===== src/rtl/csh_pgrf_seq.sv =====
// Page-refill sequencer: on a PT miss, fetch the page-map word, write PT/PT-dir, retry the lookup.
// All outputs are registered from the next-state so they line up with the state they describe.
module csh_pgrf_seq #(
    parameter int unsigned TMO_CYC   = 64,
    parameter int unsigned MAX_RETRY = 2
) (
    input  logic       clk,
    input  logic       crobar_l,
    input  logic       ebox_cyc_a_h,
    input  logic       pag_page_refill_l,
    input  logic       pag_page_fail_l,
    input  logic       pag_page_ok_l,
    output logic       mem_rd_req_h,
    input  logic       mem_rd_ack_h,
    input  logic       mem_data_vld_h,
    input  logic       mem_par_err_h,
    input  logic       pf_ack_h,
    output logic       pgrf_cyc_a_h,
    output logic       page_refill_t12_l,
    output logic       mbox_pt_dir_wr_l,
    output logic       page_refill_error_h,
    output logic       page_refill_error_l,
    output logic       page_fail_hold_l,
    output logic [4:0] pf_hold_code_h
);

    localparam logic [7:0] TmoLast  = 8'(TMO_CYC - 1);
    localparam logic [2:0] MaxRetry = 3'(MAX_RETRY);

    typedef enum logic [2:0] {StIdle, StReq, StWait, StWr, StT12, StChk, StFail} state_e;

    state_e     state_q, state_d;
    logic [7:0] tmo_q, tmo_d;
    logic [2:0] retry_q, retry_d;
    logic [4:0] code_q, code_d;
    logic       err_q, err_d;
    logic       req_q, cyc_q, wr_l_q, t12_l_q, hold_l_q, err_l_q;

    logic pag_fail, pag_refill, pag_ok;

    // PAG results only mean anything while the EBox has a paged reference in flight.
    assign pag_fail   = ebox_cyc_a_h & ~pag_page_fail_l;
    assign pag_refill = ebox_cyc_a_h & ~pag_page_refill_l;
    assign pag_ok     = ebox_cyc_a_h & ~pag_page_ok_l;

    always_comb begin
        state_d = state_q;
        tmo_d   = tmo_q;
        retry_d = retry_q;
        code_d  = code_q;
        err_d   = err_q;
        case (state_q)
            StIdle: begin
                if (pag_fail) begin
                    state_d = StFail;
                    code_d  = 5'o01;
                end else if (pag_refill) begin
                    state_d = StReq;
                    retry_d = 3'd1;
                end
            end
            StReq: begin
                if (mem_rd_ack_h) begin
                    tmo_d   = '0;
                    state_d = mem_data_vld_h ? StWr : StWait;
                end
            end
            StWait: begin
                // Returned data beats a coincident timeout.
                if (mem_data_vld_h) begin
                    if (mem_par_err_h) begin
                        state_d = StFail;
                        code_d  = 5'o02;
                        err_d   = 1'b1;
                    end else begin
                        state_d = StWr;
                    end
                end else if (tmo_q == TmoLast) begin
                    state_d = StFail;
                    code_d  = 5'o03;
                    err_d   = 1'b1;
                end else begin
                    tmo_d = tmo_q + 8'd1;
                end
            end
            StWr:  state_d = StT12;
            StT12: state_d = StChk;
            StChk: begin
                if (pag_fail) begin
                    state_d = StFail;
                    code_d  = 5'o04;
                end else if (pag_refill) begin
                    if (retry_q < MaxRetry) begin
                        retry_d = retry_q + 3'd1;
                        state_d = StReq;
                    end else begin
                        state_d = StFail;
                        code_d  = 5'o05;
                        err_d   = 1'b1;
                    end
                end else if (pag_ok) begin
                    state_d = StIdle;
                    retry_d = '0;
                end
            end
            StFail: begin
                if (pf_ack_h) begin
                    state_d = StIdle;
                    code_d  = '0;
                    err_d   = 1'b0;
                    retry_d = '0;
                end
            end
            default: state_d = StIdle;
        endcase
    end

    always_ff @(posedge clk or negedge crobar_l) begin
        if (!crobar_l) begin
            state_q  <= StIdle;
            tmo_q    <= '0;
            retry_q  <= '0;
            code_q   <= '0;
            err_q    <= 1'b0;
            err_l_q  <= 1'b1;
            req_q    <= 1'b0;
            cyc_q    <= 1'b0;
            wr_l_q   <= 1'b1;
            t12_l_q  <= 1'b1;
            hold_l_q <= 1'b1;
        end else begin
            state_q  <= state_d;
            tmo_q    <= tmo_d;
            retry_q  <= retry_d;
            code_q   <= code_d;
            err_q    <= err_d;
            err_l_q  <= ~err_d;
            req_q    <= (state_d == StReq);
            cyc_q    <= (state_d == StReq) || (state_d == StWait) || (state_d == StWr) ||
                        (state_d == StT12) || (state_d == StChk);
            wr_l_q   <= (state_d != StWr);
            t12_l_q  <= (state_d != StT12);
            hold_l_q <= (state_d != StFail);
        end
    end

    assign mem_rd_req_h        = req_q;
    assign pgrf_cyc_a_h        = cyc_q;
    assign mbox_pt_dir_wr_l    = wr_l_q;
    assign page_refill_t12_l   = t12_l_q;
    assign page_fail_hold_l    = hold_l_q;
    assign pf_hold_code_h      = code_q;
    assign page_refill_error_h = err_q;
    assign page_refill_error_l = err_l_q;

endmodule

===== config.mk =====
export PLATFORM = sky130hd
export DESIGN_NAME = csh_pgrf_seq
export DESIGN_NICKNAME = d
export VERILOG_FILES = /design/src/rtl/csh_pgrf_seq.sv
export SDC_FILE = /design/constraint.sdc
export NUM_CORES = 1
export LEC_CHECK = 0
export ABC_AREA = 1
export BUFFER_PORTS_ARGS = -buffer_cell sky130_fd_sc_hd__buf_2
export CORE_AREA = 2 2 74 76
export CTS_BUF_LIST = sky130_fd_sc_hd__clkbuf_2
export DETAILED_ROUTE_END_ITERATION = 16
export DIE_AREA = 0 0 76 78
export GPL_ROUTABILITY_DRIVEN = 0
export PLACE_DENSITY = 0.52
export SYNTH_ARGS = -nofsm -noshare
export SYNTH_HDL_FRONTEND = slang
export SYNTH_SLANG_ARGS = --single-unit

===== constraint.sdc =====
create_clock -name clk -period 2.9 [get_ports clk]
set_input_delay 0.29 -clock clk [delete_from_list [all_inputs] [get_ports clk]]
set_output_delay 0.29 -clock clk [all_outputs]
set_load 0.05 [all_outputs]

==> summary.md <==
| Metric | Value |
|---|---|
| Status | `finished clean` |
| CTS max path bufs | `2` |
| Power density over the cells | `947.3 nW/µm²` |
| Finished Layout Cells | `286` |
| P&R area growth vs syn | `14.21%` |
| # diodes | `0` |
| Max-Cap Viols | `0` |
| Setup violators final | `0` |
| Fill count | `561` |
| # hold bufs at CTS | `1` |
| Fin crit period | `1.721 ns` |
| Sink Count | `24` |
| Maximum clock frequency | `0.5809 GHz` |
| Largest cells by area after synthesis | `dfrtp_1, nand2_1, dfstp_2` |
| CTS tree | `done` |
| Area after DPL | `1644 µm²` |
| GRT Overall Usage | `0.1154` |
| H-tree Lvls | `1` |
| Vias in the first global route | `1201` |
| Rows | `26` |
| GRT Max-Usage Layer | `met2` |
| GR Overflow Total | `0` |
| Synth unique cells | `27` |
| Multi-input combinational cell area | `775.7 µm²` |
| Ports | `22` |
| Skew-Pair Late Insertion Delay | `0.36 ns` |
| VDD IR-drop max | `0.0004638 V` |
| Crit path DAT | `2.00 ns` |
| Clock transition at path regs | `0.26 ns` |
| Leakage | `0.8586 nW` |
| Core Region | `5042 µm²` |
| Layout cells sized above 1 | `0.2546` |
| Initial Utilization | `0.2950` |
| Fin area | `1699 µm²` |
| Vias post-DR | `1230` |
| Hold WC Path Type | `primary input to flop` |
| GR Util met3 | `0.03023` |
| Worst Skew | `0.02093 ns` |
| Final ANT Viol Nets | `0` |
| Met1 Use GR | `0.1486` |
| Chip Height | `78 µm` |
| Dpl hpwl | `2.404 mm` |
| Post-CTS sizing | `0` |
| Post-Synthesis Cells | `195` |
| Largest net degree at the start of global routing | `25` |
| Crit path launch type | `flop` |
| Worst Path Required | `3.18 ns` |
| Most frequent cells in the layout | `nand2_1, nor2_1, dfrtp_1` |
| Endpoint type of the worst setup path | `flop` |
| Setup TNS | `0 ns` |
| Sequential fraction of the synthesis area | `0.4071` |
| Post-Syn Area | `1488 µm²` |
| Slew HR | `0.6359` |
| Hold Vio Cnt, Final | `0` |
| Slew Viols, Final | `0` |
| Met2 usage | `0.1973` |
| Warnings from Yosys | `0` |
| Postcts setup bufs | `0` |
| Dpl cells | `281` |
| Syn Area/Cell | `7.629 µm²` |
| First-pass GRT wire length | `5.513 mm` |
| Reg area | `605.6 µm²` |
| Nets | `229` |
| First DRT Iteration DRCs | `34` |
| Root Driver | `clkbuf_2` |
| Vias/cell | `4.301` |
| Crit path kind | `flop to flop` |
| Die X | `76 µm` |
| Post-synthesis register bit count | `24` |
| Area leader, netlist | `dfrtp_1` |
| Commonest non-fill, non-tap cell in the layout | `nand2_1` |
| Initial DRT Pass Iterations | `4` |
| Routed wire per std cell | `11.06 µm` |
| # port buffers | `19` |
| Top cell type's share of synthesized area | `0.3364` |
| # DRC | `0` |
| Initial antenna violation count | `0` |
| Max FO, Critical Path | `11` |
| Die ar. | `5928 µm²` |
| Final WL | `3.164 mm` |
| Setup repair after global routing missed its margin | `no` |
| CTS Buf Count | `3` |
| Worst-margin pin slew | `0.5461 ns` |
| Period utilization | `0.5936` |
cells in the mapped netlist:
cell type / n
nor2_2: 2
ha_1: 2
o21ai_1: 7
dfstp_2: 4
nand2_1: 59
a21oi_1: 2
xnor2_1: 1
inv_4: 2
nand2_2: 8
nand3_1: 11
inv_2: 6
nand3_4: 3
nor2_4: 1
nor2_8: 1
conb_1: 1
nor2_1: 26
o21ai_0: 6
xor2_1: 5
dfrtp_1: 20
nand2_8: 1
a21oi_2: 1
nand4_1: 2
inv_1: 12
nor3_1: 5
buf_4: 4
o21ai_2: 2
nand2_4: 1
where the power goes:
| part | total, W | internal (W) | switching [W] |
|---|---|---|---|
| combinational | 0.000861 | 0.000236 | 0.000625 |
| sequential | 0.000519 | 0.000442 | 0.0000768 |
| clock | 0.000230 | 0.000119 | 0.000111 |
| total | 0.00161 | 0.000796 | 0.000813 |
layer usage:
layer,share of wire,vias up,wire length (µm)
met3,0.034,4,107
met5,0,-,0
li1,-,645,-
met1,0.49,561,1553
met4,0.0092,0,29
met2,0.47,20,1472
stage by stage:
stage / hold slack, ns / power, W / utilization / setup WS, ns
floorplan: -0.005591 / 0.001237 / - / 1.592
global placement: 0.3290 / 0.001400 / 0.3261 / 1.205
detailed placement: 0.3198 / 0.001394 / 0.3261 / 1.211
CTS: 0.2053 / 0.001629 / 0.3370 / 1.158
global route: 0.1904 / 0.001753 / 0.3370 / 0.9687
finish: 0.2183 / 0.001610 / 0.3370 / 1.179
registers in the layout, indices dropped and copies added (netlist names), 3 cells and up:
name / cells
state_q: 3
tmo_q: 8
pf_hold_code_h: 3
retry_q: 3
final cells by class:
class,instances,share of cell area
clock buffer,3,0.008837
sequential,24,0.3564
inverter,20,0.04713
tap,70,0.05155
clock inverter,1,0.01767
timing repair buffer,20,0.06186
multi-input combinational,148,0.4566
critical path: stages, from the launching register on:
cell,delay [ns]
dfrtp_1,0.50
inv_2,0.14
nand2_2,0.09
inv_4,0.12
nand2_8,0.08
o21ai_2,0.36
inv_1,0.19
nand2_1,0.09
nand2_1,0.05
worst paths after layout:
| check | endpoint | slack, ns | cells past startpoint | from |
|---|---|---|---|---|
| min reg2reg | pf_hold_code_h[1] | 0.50 | 2 | pf_hold_code_h[1] |
| max | tmo_q[1] | 1.18 | 8 | state_q[0] |
| min | retry_q[1] | 0.22 | 4 | pag_page_refill_l |
| max in group asynchronous | tmo_q[0] | 2.13 | 2 | crobar_l |
| max reg2reg | tmo_q[1] | 1.18 | 8 | state_q[0] |
| min in group asynchronous | pf_hold_code_h[2] | 0.39 | 2 | crobar_l |
kinds of logic after synthesis:
kind of cell    share of synthesized area
simple gates                       0.3961
buf+inv                           0.07401
flops                              0.4071
compound gates                    0.06813
xor+xnor                          0.03532
fa+ha+maj                         0.01682
other cells                      0.002521
Note: power is estimated with default switching activity, not from simulation.
